### config.mk
export PLATFORM = sky130hd
export DESIGN_NAME = sfp_norm_ctrl_flat
export DESIGN_NICKNAME = d
export VERILOG_FILES = /design/src/rtl/sfp_norm_ctrl_pkg.sv /design/src/rtl/sfp_norm_ctrl_if.sv /design/src/rtl/sfp_norm_ctrl_seq.sv /design/src/rtl/sfp_norm_ctrl.sv /design/src/flat_wrapper.sv
export SDC_FILE = /design/constraint.sdc
export NUM_CORES = 1
export LEC_CHECK = 0
export BUFFER_PORTS_ARGS = -buffer_cell sky130_fd_sc_hd__buf_2
export CAP_MARGIN = 20
export CORE_MARGIN = 10
export CORE_UTILIZATION = 57
export DETAILED_ROUTE_END_ITERATION = 8
export PLACE_DENSITY = 0.79
export RECOVER_POWER = 50
export SETUP_SLACK_MARGIN = 0.1
export SYNTH_ARGS = -nofsm -noshare
export SYNTH_HDL_FRONTEND = slang
export SYNTH_SLANG_ARGS = --single-unit
### constraint.sdc
create_clock -name clk -period 2.45 [get_ports clk]
set_clock_uncertainty 0.15 [all_clocks]
set_input_delay 0.1225 -clock clk [delete_from_list [all_inputs] [get_ports clk]]
set_output_delay 0.1225 -clock clk [all_outputs]
set_load 0.005 [all_outputs]
### src/rtl/sfp_norm_ctrl_pkg.sv
// sfp_norm_ctrl shared types: FSM state enum, pipeline delays,
// and the row-count saturation helper.
package sfp_ctrl_pkg;

  typedef enum logic [2:0] {
    IDLE,
    ACC,
    DRAIN,
    SYNC,
    DIV,
    FLUSH,
    DONE
  } state_e;

  // last acc + sum_q register + FIFO write
  localparam int DRAIN_CYCLES = 3;
  // psum read data arrives one cycle after psum_rd
  localparam int PSUM_RD_LAT = 1;
  // sfp_row result is written one cycle after div
  localparam int DIV_TO_WR = 1;
  localparam int WR_LAT = PSUM_RD_LAT + DIV_TO_WR;

  function automatic int unsigned sat_rows(
    input int unsigned n,
    input int unsigned lim
  );
    return (n > lim) ? lim : n;
  endfunction

endpackage

### src/rtl/sfp_norm_ctrl_if.sv
// Command bus between the instruction decoder and sfp_norm_ctrl.
// master: start/num_rows out, busy/done/err in; slave: the reverse.
interface sfp_norm_ctrl_if #(
  parameter int ADDR_W = 4
);

  logic              start;
  logic [ADDR_W:0]   num_rows;
  logic              busy;
  logic              done;
  logic              err;

  modport master (
    output start,
    output num_rows,
    input  busy,
    input  done,
    input  err
  );

  modport slave (
    input  start,
    input  num_rows,
    output busy,
    output done,
    output err
  );

endinterface

### src/rtl/sfp_norm_ctrl_seq.sv
// sfp_row_seq: row counter / address generator shared by both passes.
// Ports: clk, reset, start+count (load), active, addr, last (final row).
module sfp_row_seq #(
  parameter int ADDR_W = 4
) (
  input  logic              clk,
  input  logic              reset,
  input  logic              start,
  input  logic [ADDR_W:0]   count,
  output logic              active,
  output logic [ADDR_W-1:0] addr,
  output logic              last
);

  logic [ADDR_W:0] cnt_q;

  assign last = active &&
    ({1'b0, addr} == cnt_q - 1'b1);

  always_ff @(posedge clk) begin
    if (reset) begin
      active <= 1'b0;
      addr   <= '0;
      cnt_q  <= '0;
    end else if (start && count != '0) begin
      active <= 1'b1;
      addr   <= '0;
      cnt_q  <= count;
    end else if (last) begin
      // park address at 0 so idle outputs read 0
      active <= 1'b0;
      addr   <= '0;
    end else if (active) begin
      addr   <= addr + 1'b1;
    end
  end

endmodule

### src/rtl/sfp_norm_ctrl.sv
// sfp_norm_ctrl: two-pass (acc, sync, div) sequencer for one sfp_row core.
// Ports: clk, reset, cmd (start/num_rows/busy/done/err), psum_rd/psum_addr,
//   acc, div, fifo_ext_rd, sum_ready_out/in, sfp_wr/sfp_addr.
// Option: SFP_CTRL_TIMEOUT_EN bounds the SYNC wait to TIMEOUT cycles.
module sfp_norm_ctrl
  import sfp_ctrl_pkg::*;
#(
  parameter int ROWS_MAX = 16,
  parameter int ADDR_W   = 4,
  parameter int TIMEOUT  = 255
) (
  input  logic              clk,
  input  logic              reset,
  sfp_norm_ctrl_if.slave    cmd,
  output logic              psum_rd,
  output logic [ADDR_W-1:0] psum_addr,
  output logic              acc,
  output logic              div,
  output logic              fifo_ext_rd,
  output logic              sum_ready_out,
  input  logic              sum_ready_in,
  output logic              sfp_wr,
  output logic [ADDR_W-1:0] sfp_addr
);

  localparam int NW = ADDR_W + 1;
  localparam int CNT_W =
    $clog2(TIMEOUT + DRAIN_CYCLES + 2);

  state_e state, state_n;

  logic busy_q, busy_n;
  logic done_q, done_n;
  logic sro_q, sro_n;
  logic err_q, err_n;

  logic [CNT_W-1:0] cnt, cnt_n;
  logic [NW-1:0] n_q, n_n, n_sat;
  logic [NW-1:0] seq_count;
  logic seq_start, seq_last;
  logic [ADDR_W-1:0] row_q;

  assign n_sat = NW'(sat_rows(
    32'(cmd.num_rows), 32'(ROWS_MAX)));

  sfp_row_seq #(
    .ADDR_W (ADDR_W)
  ) u_seq (
    .clk    (clk),
    .reset  (reset),
    .start  (seq_start),
    .count  (seq_count),
    .active (psum_rd),
    .addr   (psum_addr),
    .last   (seq_last)
  );

  always_ff @(posedge clk) begin
    if (reset) begin
      state       <= IDLE;
      busy_q      <= 1'b0;
      done_q      <= 1'b0;
      sro_q       <= 1'b0;
      err_q       <= 1'b0;
      cnt         <= '0;
      n_q         <= '0;
      acc         <= 1'b0;
      div         <= 1'b0;
      fifo_ext_rd <= 1'b0;
      row_q       <= '0;
      sfp_wr      <= 1'b0;
      sfp_addr    <= '0;
    end else begin
      state       <= state_n;
      busy_q      <= busy_n;
      done_q      <= done_n;
      sro_q       <= sro_n;
      err_q       <= err_n;
      cnt         <= cnt_n;
      n_q         <= n_n;
      // read data lands one cycle after psum_rd
      acc         <= psum_rd && (state == ACC);
      div         <= psum_rd && (state == DIV);
      fifo_ext_rd <= psum_rd && (state == DIV);
      row_q       <= psum_addr;
      sfp_wr      <= div;
      sfp_addr    <= div ? row_q : '0;
    end
  end

  always_comb begin
    state_n   = state;
    busy_n    = busy_q;
    done_n    = 1'b0;
    sro_n     = sro_q;
    err_n     = err_q;
    cnt_n     = cnt;
    n_n       = n_q;
    seq_start = 1'b0;
    seq_count = n_q;
    unique case (state)
      IDLE: begin
        if (cmd.start) begin
          busy_n = 1'b1;
          err_n  = 1'b0;
          n_n    = n_sat;
          cnt_n  = '0;
          if (n_sat == '0) begin
            state_n = DONE;
            done_n  = 1'b1;
          end else begin
            state_n   = ACC;
            seq_start = 1'b1;
            seq_count = n_sat;
          end
        end
      end
      ACC: begin
        // leave after the final acc strobe
        if (acc && !psum_rd) begin
          state_n = DRAIN;
          cnt_n   = '0;
        end
      end
      DRAIN: begin
        if (cnt == CNT_W'(DRAIN_CYCLES - 1)) begin
          state_n = SYNC;
          sro_n   = 1'b1;
          cnt_n   = '0;
        end else begin
          cnt_n = cnt + 1'b1;
        end
      end
      SYNC: begin
        if (sro_q && sum_ready_in) begin
          state_n   = DIV;
          sro_n     = 1'b0;
          seq_start = 1'b1;
        end
`ifdef SFP_CTRL_TIMEOUT_EN
        else if (cnt == CNT_W'(TIMEOUT)) begin
          state_n = DONE;
          done_n  = 1'b1;
          err_n   = 1'b1;
          sro_n   = 1'b0;
        end else begin
          cnt_n = cnt + 1'b1;
        end
`endif
      end
      DIV: begin
        if (seq_last) begin
          state_n = FLUSH;
          cnt_n   = '0;
        end
      end
      FLUSH: begin
        // covers div and sfp_wr trailing the last read
        if (cnt == CNT_W'(WR_LAT - 1)) begin
          state_n = DONE;
          done_n  = 1'b1;
        end else begin
          cnt_n = cnt + 1'b1;
        end
      end
      DONE: begin
        state_n = IDLE;
        busy_n  = 1'b0;
      end
      default: begin
        state_n = IDLE;
      end
    endcase
  end

  assign cmd.busy      = busy_q;
  assign cmd.done      = done_q;
  assign sum_ready_out = sro_q;

`ifdef SFP_CTRL_TIMEOUT_EN
  assign cmd.err = err_q;
`else
  assign cmd.err = 1'b0;
`endif

endmodule

### src/flat_wrapper.sv
// flat-port wrapper written by rule: the top's interface ports become plain ports
module sfp_norm_ctrl_flat import sfp_ctrl_pkg::*;
#(
  parameter int ROWS_MAX = 16,
  parameter int ADDR_W   = 4,
  parameter int TIMEOUT  = 255
)
  (clk, reset, psum_rd, psum_addr, acc, div, fifo_ext_rd, sum_ready_out, sum_ready_in, sfp_wr, sfp_addr, cmd_start, cmd_num_rows, cmd_busy, cmd_done, cmd_err);
  sfp_norm_ctrl_if #(.ADDR_W(ADDR_W)) cmd_i ();
  input  logic clk;
  input  logic reset;
  output logic psum_rd;
  output logic [ADDR_W-1:0] psum_addr;
  output logic acc;
  output logic div;
  output logic fifo_ext_rd;
  output logic sum_ready_out;
  input  logic sum_ready_in;
  output logic sfp_wr;
  output logic [ADDR_W-1:0] sfp_addr;
  input wire logic [$bits(cmd_i.start)-1:0] cmd_start;
  input wire logic [$bits(cmd_i.num_rows)-1:0] cmd_num_rows;
  output wire logic [$bits(cmd_i.busy)-1:0] cmd_busy;
  output wire logic [$bits(cmd_i.done)-1:0] cmd_done;
  output wire logic [$bits(cmd_i.err)-1:0] cmd_err;
  assign cmd_i.start = cmd_start;
  assign cmd_i.num_rows = cmd_num_rows;
  assign cmd_busy = cmd_i.busy;
  assign cmd_done = cmd_i.done;
  assign cmd_err = cmd_i.err;
  sfp_norm_ctrl #(.ROWS_MAX(ROWS_MAX), .ADDR_W(ADDR_W), .TIMEOUT(TIMEOUT)) u_core (.clk(clk), .reset(reset), .cmd(cmd_i), .psum_rd(psum_rd), .psum_addr(psum_addr), .acc(acc), .div(div), .fifo_ext_rd(fifo_ext_rd), .sum_ready_out(sum_ready_out), .sum_ready_in(sum_ready_in), .sfp_wr(sfp_wr), .sfp_addr(sfp_addr));
endmodule
# Word-level counts from Yosys, hierarchy flattened

Cells that the tools add are included.

Bits in registers: 41
Bits in latches: 0
Bits in writable memories: 0
Memory bits (read-only): 0
Bits of input ports: 9
Output and inout port bits: 17
Word-level logic and storage cells: 89
Memories: 0

Add/subtract/negate cells: 3
$mul: 0
Div/mod/pow operators: 0
Order comparisons: 1
Eq/ne operators: 16
Shifts and indexed selects: 0
Multiplexer cells: 33
Bitwise logic cells: 1
Reductions and logical operators: 21

Operators by type and width:

| operator                                                                | count |
|---|---|
| 9-bit 2-to-1 mux                                                        | 5 |
| 9-bit one-hot mux with 5 select lines                                   | 1 |
| 3-bit 2-to-1 mux                                                        | 7 |
| 5-bit 2-to-1 mux                                                        | 4 |
| 3-bit one-hot mux with 6 select lines                                   | 1 |
| 1-bit 2-to-1 mux                                                        | 11 |
| 5-bit nonzero test                                                      | 2 |
| 9-bit by 1-bit adder with 9-bit output, second input constant           | 1 |
| 3-bit equality test, second input constant                              | 3 |
| 9-bit by 1-bit equality test with 1-bit output, second input constant   | 1 |
| 9-bit by 2-bit equality test with 1-bit output, second input constant   | 1 |
| 2-bit by 1-bit inequality test with 1-bit output, second input constant | 4 |
| 1-bit one-hot mux with 2 select lines                                   | 4 |
| 3-bit by 2-bit equality test with 1-bit output, second input constant   | 2 |
| 1-bit logical AND                                                       | 6 |
| 2-bit inequality test, second input constant                            | 3 |
| 6-bit AND reduction                                                     | 1 |
| 2-bit nonzero test                                                      | 3 |
| 4-bit by 5-bit equality test with 1-bit output                          | 1 |
| 5-bit > comparator, second input constant                               | 1 |
| 5-bit logical NOT                                                       | 1 |
| 5-bit AND reduction                                                     | 1 |
| 5-bit by 1-bit subtractor with 5-bit output, second input constant      | 1 |
| 4-bit by 1-bit adder with 4-bit output, second input constant           | 1 |
| other kinds (8)                                                         | 9 |

# Logic depth before layout (Yosys ltp)

Gate-level depths: netlist of run 1.

Depth after elaboration: 9
Depth in mapped cells: 10
Gate-level depth less buffers: 8

# Modules after synthesis

A second synthesis of run 1 with hierarchy kept.

Cells, all modules: 232
Area, all modules: 2,059.5 sq um

Modules (own cells, without submodules):

| module        | times used | cells each | area an instance (sq um) | seq. area each (sq um) |
|---|---|---|---|---|
| sfp_norm_ctrl | 1          | 174        | 1,526.5                  | 620.6 |
| sfp_row_seq   | 1          | 58         | 533.0                    | 200.2 |

# Worst setup path before layout of run 1

No wires, ideal clock.

Kind: register to register
Start point: reg u_core.u_seq.cnt_q[0]
End point: reg u_core.cnt[5]
Setup time: 0.066 ns
Arrival time: 1.977 ns
Data required time: 2.234 ns
Path slack: 0.257 ns
Cell stages (with the launch flop): 9
Buffers on the path: 0
Period minus slack after synthesis: 2.193 ns
Cell sequence: dfxtp_1 inv_1 ha_1 xor2_1 o32ai_1 o211ai_2 a211o_2 or3_1 a21oi_2

Cells in the longest elaborated chain, start to end: 5

Ends and longest elaborated chain:

| what                                                       | RTL line                | source |
|---|---|---|
| from (decl)                                                | sfp_norm_ctrl_seq.sv:15 | `logic [ADDR_W:0] cnt_q;` |
| from (signal assigned)                                     | sfp_norm_ctrl_seq.sv:28 | `cnt_q <= count;` |
| 5-bit by 1-bit subtractor with 5-bit output                | sfp_norm_ctrl_seq.sv:18 | `({1'b0, addr} == cnt_q - 1'b1);` |
| 4-bit by 5-bit equality test with 1-bit output             | sfp_norm_ctrl_seq.sv:18 |  |
| 1-bit logical AND                                          | sfp_norm_ctrl_seq.sv:17 | `assign last = active &&` |
| 2-bit by 1-bit inequality test with 1-bit output (no line) | --                      |  |
| 5-bit AND reduction (no line)                              | --                      |  |
| to (signal assigned)                                       | sfp_norm_ctrl.sv:79     | `cnt <= cnt_n;` |
| to (decl)                                                  | sfp_norm_ctrl.sv:37     | `logic [CNT_W-1:0] cnt, cnt_n;` |

Every way passes these cells.
A chain may end at the register's enable or synchronous reset.

# Worst setup path in the final report of run 1

Start point: reg u_core.cnt[4]
End point: reg u_core.cnt[7]

Cells in the longest elaborated chain, start to end: 3
Elaborated cells on any way between the ends: 8
Those cells by class: add/sub: 1; eq/ne: 3; mux: 3; reduce/logical: 1

Ends and longest elaborated chain:

| what                                                                                | RTL line                                   | source |
|---|---|---|
| 9-bit by 1-bit adder with 9-bit output, or another cell as far along                | sfp_norm_ctrl.sv:131, sfp_norm_ctrl.sv:163 |  |
| 9-bit 2-to-1 mux, or another cell as far along                                      | sfp_norm_ctrl.sv:159                       | `if (cnt == CNT_W'(WR_LAT - 1)) begin` |
| 9-bit one-hot mux with 5 select lines / 5-bit AND reduction (equally long branches) | --                                         |  |

Parallel ways exist; a longest one is shown, timed or not. The select of a mux whose other input is x is not followed.

==> reports/metrics.cfg, run 1 <==
[power_and_ir_drop]
power_mw = 1.71
ir_drop_v = 0.000618
power.density_nw_per_um2 = 705
leakage_nw = 0.916

[job]
cap_violations = 0

[route]
num_vias = 1750
routed_wl_um = 4480
ant_nets = 0
drt-initial-drc-count = 100
wl_per_cell_um = 14.4
drtPass1Iterations = 5
vias_per_cell = 5.65
drc = 0

[placed_design]
routabilityCongestion = 0.848
dpl.hpwl_um = 3150
io_buffer_count = 24

[global_route]
grt_overflow = 0
grt_pass1_vias = 1619
grt_usage_pct = 13.9
grt_max_degree = 27
grt_pass1_wl_um = 7320
antenna_found_initial = 0

[synthesis]
ys.flop_type = dfxtp_1
yosysSeqAreaShare_pct = 39.2
avgSynthCellArea_um2 = 8.95
synth_top_area_share_pct = 39.2
syn_nets = 248
synth_cell_types = 54
async_flop_share_pct = 0
synthTopCellsByCount = dfxtp_1 (41), nor2_1 (26), a21oi_1 (13), nand2_1 (13)
yosysTopAreaCell = dfxtp_1
syn_inst = 234
synth_area_um2 = 2090
synth_enable_flop_cells = 0
synth_most_common_cell = dfxtp_1
synth_area_leaders = dfxtp_1 (39%), nor2_1 (4.7%), xnor2_1 (3.3%)
synth_warnings = 0
ys_seq_elements = 41

[timing]
rsz0062_at_grt = false
fin_crit_sh_pct = 91.2
relSlewSlack_pct = 65.1
setup_viol = 0
slew_viol_final = 0
hold_ws_ns = 0.126
tightestPinTransition_ns = 0.522
tns_ns = 0
fmax_mhz = 448
period_minus_slack_ns = 2.23
hold_violations = 0

[floorplanning]
core_um2 = 3440
die-area_um2 = 6500
die_h_um = 80.6
start_util_pct = 60.8
die_w_um = 80.6
rows = 21
io_pins = 26

[final_layout]
post-route-util_pct = 70.5
area_growth_pct = 16.0
num-nets-final = 277
num_antenna_cells = 0
drive_above_1_share_pct = 17.4

[clock_network]
cts_buffers = 5
clk_latency_ns = 0.29
clkSinkCount = 41
cts_tree = done
ctsLongestPathBuffers = 2
clk_pin_slew_ns = 0.08
cts_max_level = 2
cts_root_buffer = clkbuf_8

[hold_path]
hold_class = input port to flip-flop

[worst_setup_path]
worstPathArrival_ns = 2.26
cp-start-kind = flip-flop
worstPathMaxFanout = 9
required_ns = 2.47
path_cells = or4_4, nand4bb_1, o21a_1, o22ai_1, a21o_1, nor2_1
cp_top_family = simple AND/OR/NAND/NOR gates
end_kind = flip-flop
cp_slowest_cell = or4_4
setup.worst_path.class = flip-flop to flip-flop
slowest_delay_ns = 0.58
critPathBufInv = 0

[run_status]
outcome = finished, final reports clean

power by group:
part	internal [mW]	leakage (nW)	switching, mW	total [mW]
Clock	0.332	0.0585	0.220	0.552
Sequential	0.712	0.335	0.0679	0.780
Combinational	0.175	0.523	0.203	0.378
Total	1.22	0.916	0.491	1.71
timing repair:
action / in CTS / in global routing
resized for setup: 0 / 7
endpoints found under the setup margin: 0 / 9
buffers inserted: 0 / 0
endpoints found under the hold margin: 6 / 0
hold buffers: 6 / 0
metal layers:
layer  wire length, um  global-route usage, %  share of wire, %
met5                 0                      0                 0
met4                24                   4.58              0.54
met3               326                   5.01               7.3
met2              2110                   22.1                47
met1              2020                   16.8                45
area by class of cell:
cell class              count  area, um^2
clock inverters             1        30.0
inverters                   6        22.5
flip-flops and latches     41         826
repair buffers             36         215
multi-input cells         173        1190
fillers                   289        1010
clock buffers               7        86.3
well taps                  46        57.6
registers in the layout (all words and copies together), names as in the netlist, 3 cells and up:
signal and count:
u_core.cnt 9, u_core.row_q 4, u_core.state 3, u_core.u_seq.cnt_q 5, u_core.u_seq.addr 4, u_core.n_q 5
u_core.sfp_addr 4
cell families (layout without fill, tap and decap cells):
family                   Yosys count  in the layout  synth area share [%]
adder cells (fa/ha/maj)            5              5                  2.99
XOR/XNOR                          14             14                  5.86
other                              1              1                 0.179
multiplexers                       2              2                 0.956
buffers and inverters             20             50                  4.90
AO/OA/AOI/OAI                     52             52                  19.0
AND/OR/NAND/NOR                   99             99                  26.9
flip-flops                        41             41                  39.2
worst paths after layout:
kind              cells after the start            start  slack [ns]            endpoint
setup / recovery                      6    u_core.cnt[4]        0.22       u_core.cnt[7]
setup reg to reg                      6    u_core.cnt[4]        0.22       u_core.cnt[7]
hold / removal                        2            reset        0.13       u_core.n_q[0]
hold reg to reg                       1  u_core.row_q[3]        0.28  u_core.sfp_addr[3]
per-stage QoR:
stage / worst slack (ns) / instances / instance area (um^2)
3_5_place_dp: 0.197 / 296 / 2240
4_1_cts: 0.178 / 310 / 2410
2_1_floorplan: 0.257 / 234 / 2090
6_report: 0.216 / 310 / 2430
5_1_grt: 0.105 / 310 / 2430
3_3_place_gp: 0.243 / 296 / 2240
layout by cell type, fill, tap and decap left out, drive strengths merged, types with 3 or more instances in the layout:
cell and instances:
nor2 26, a221oi 5, nand2 14, ha 5, a211oi 7, a21oi 14, o22ai 3, xor2 6
xnor2 8, nor2b 8, clkbuf 18, dlygate4sd3 6, nand2b 4, o21ai 7, nand4 5, and3 5
a22oi 4, or3 5, dfxtp 41, buf 19, nand3 7, and2 4, nand3b 3, inv 6
nor3 8
(Power assumes the default switching activity.)
==> run 2: changes to the inputs <==
CORE_UTILIZATION = 60   (was 57)
CTS_BUF_LIST = sky130_fd_sc_hd__clkbuf_8   (was default)
PLACE_DENSITY = 0.82   (was 0.79)
==> run 2 against run 1 <==
Effect of this change: maximum frequency fell by 0.21%; critical endpoint is now u_core.cnt[5]; flip-flop and latch count unchanged; power decreased by 0.56%; highest routed layer unchanged; clock-buffer cell count shrank 1.
==> reports/metrics.cfg, run 2 (synthesis gave the netlist of run 1 again) <==
[run_status]
outcome = finished, final reports clean

[route]
ant_nets = 0  ; unchanged
drt-initial-drc-count = 105  ; +5.0%
num_vias = 1788  ; +2.2%
wl_per_cell_um = 14.5  ; +0.18%
routed_wl_um = 4490  ; +0.18%
drtPass1Iterations = 4  ; -1
drc = 0  ; unchanged
vias_per_cell = 5.77  ; +2.2%

[floorplanning]
die_h_um = 79.1  ; -1.9%
die-area_um2 = 6250  ; -3.8%
start_util_pct = 62.2  ; +1.4 points
io_pins = 26  ; unchanged
rows = 21  ; unchanged
die_w_um = 79.1  ; -1.9%
core_um2 = 3360  ; -2.3%

[power_and_ir_drop]
leakage_nw = 0.915  ; -0.12%
power.density_nw_per_um2 = 707  ; +0.27%
ir_drop_v = 0.000517  ; -16%

[final_layout]
area_growth_pct = 15.0
regMostFlops = u_core.cnt
largestRegisters = u_core.cnt: 9 flops, u_core.n_q: 5 flops, u_core.u_seq.cnt_q: 5 flops
num-nets-final = 277  ; unchanged
final_common_cell = dfxtp_1
fin_cells = 310  ; unchanged
post-route-util_pct = 71.6  ; +1.1 points
num_antenna_cells = 0  ; unchanged
layout_common_cells = dfxtp_1 (38), nor2_1 (26), clkbuf_1 (14), a21oi_1 (13), nand2_1 (13)
largest_reg_flops = 9  ; unchanged
drive_above_1_share_pct = 15.9  ; -1.5 points

[timing]
fin_ws_ns = 0.212  ; -0.00466 ns
fin_crit_sh_pct = 91.4  ; +0.19 points
tns_ns = 0  ; unchanged
rsz0062_at_grt = false
fmax_mhz = 447  ; -0.21%
relSlewSlack_pct = 45.3  ; -20 points
period_minus_slack_ns = 2.24  ; +0.00466 ns
tightestPinTransition_ns = 0.817  ; +0.295 ns
setup_viol = 0  ; unchanged
slew_viol_final = 0  ; unchanged
hold_violations = 0  ; unchanged

[clock_network]
cts_max_level = 2  ; unchanged
clk_pin_slew_ns = 0.08  ; about the same
cts_tree = done
cts_buffers = 5  ; unchanged
clk_latency_ns = 0.29  ; about the same
cts_setup_buffers = 0  ; unchanged
cts_root_buffer = clkbuf_8
clkSinkCount = 41  ; unchanged
ctsLongestPathBuffers = 2  ; unchanged

[worst_setup_path]
setup.worst_path.class = flip-flop to flip-flop
r2r_slack_ns = 0.21  ; about the same
end_kind = flip-flop
path_cells = inv_1, ha_1, xor2_1, o32ai_2, o211ai_2, a211o_2, or3_1, a21oi_2
worstPathArrival_ns = 2.32  ; +0.06 ns
required_ns = 2.53  ; +0.06 ns
worstPathMaxFanout = 4  ; -5
reg2regPathDepth = 8  ; +2
cp-start-kind = flip-flop
cp_top_family = compound AO/OA/AOI/OAI gates
worst_r2r_endpoint = u_core.cnt[5]
cp_slowest_cell = or3_1
rr_startpoint = u_core.u_seq.cnt_q[0]
critPathBufInv = 1  ; +1
slowest_delay_ns = 0.38  ; -0.20 ns

[placed_design]
place_ws_ns = 0.155  ; -0.0413 ns
dpl.hpwl_um = 3120  ; -1.0%
io_buffer_count = 24  ; unchanged
place_inst = 296  ; unchanged
routabilityCongestion = 0.837  ; -1.3%

[global_route]
grt_usage_pct = 14.9  ; +1.0 points
grt_pass1_wl_um = 7620  ; +4.1%
grt_overflow = 0  ; unchanged
grt_max_degree = 27  ; unchanged
antenna_found_initial = 0  ; unchanged
grt_pass1_vias = 1693  ; +4.6%

[job]
cap_violations = 0  ; unchanged

[hold_path]
holdPathEnd = u_core.cmd.busy
hold_class = input port to flip-flop
hold_depth = 5  ; +3
min-delay-start = cmd_start

[run 2: worst max path at each step]
stage                                      from             to  slack (ns)  depth (start not counted)
after global routing              u_core.cnt[1]  u_core.cnt[6]        0.10                          8
after floorplan           u_core.u_seq.cnt_q[0]  u_core.cnt[5]        0.26                          8
after global placement    u_core.u_seq.cnt_q[0]  u_core.cnt[5]        0.23                          8
after detailed placement  u_core.u_seq.cnt_q[0]  u_core.cnt[5]        0.16                          8
after CTS                 u_core.u_seq.cnt_q[0]  u_core.cnt[5]        0.13                          8
final                     u_core.u_seq.cnt_q[0]  u_core.cnt[5]        0.21                          8
[run 2: final cells by class]
class | instances | area (um^2)
clock buffers | 6 | 82.6
well taps | 46 | 57.6
inverters | 6 | 22.5
fillers | 295 | 956
flip-flops and latches | 41 | 827
multi-input cells | 173 | 1170
repair buffers | 36 | 209
clock inverters | 2 | 33.8
[run 2: power by group]
part	internal, mW	switching (mW)
Sequential	0.713	0.0634
Clock	0.328	0.223
Combinational	0.168	0.206
Total	1.21	0.492
[run 2: tightest hold or removal path, delay by kind of cell]
kind	cells	cell delay (ns)
AOI/OAI and AO/OA	2	0.17
and+or+nand+nor	2	0.14
buffers and inverters	1	0.10
[run 2: metal layers]
layer  part of all wire (%)  global-route usage, %  vias to the layer above  wire (um)
li1                       -                      -                      897          -
met1                     47                   17.9                      834       2100
met2                     45                   24.0                       50       2020
met3                    6.4                   4.05                        7        288
met4                    1.6                   7.17                        0         71
met5                      0                      0                        -          0
[run 2: repair_timing]
| action | CTS | global route |
|---|---|---|
| hold endpoints to repair | 6 | 0 |
| gates resized for setup | 0 | 7 |
| endpoints found under the setup margin | 0 | 11 |
| hold buffers | 6 | 0 |
[run 2: stage by stage]
| step | cell area [um^2] | power [mW] | hold slack [ns] |
|---|---|---|---|
| 3_5_place_dp | 2240 | 1.15 | 0.253 |
| 4_1_cts | 2410 | 1.71 | 0.125 |
| 5_1_grt | 2410 | 1.79 | 0.143 |
| 2_1_floorplan | 2090 | 1.06 | 0.108 |
| 6_report | 2410 | 1.70 | 0.134 |
| 3_3_place_gp | 2240 | 1.14 | 0.242 |
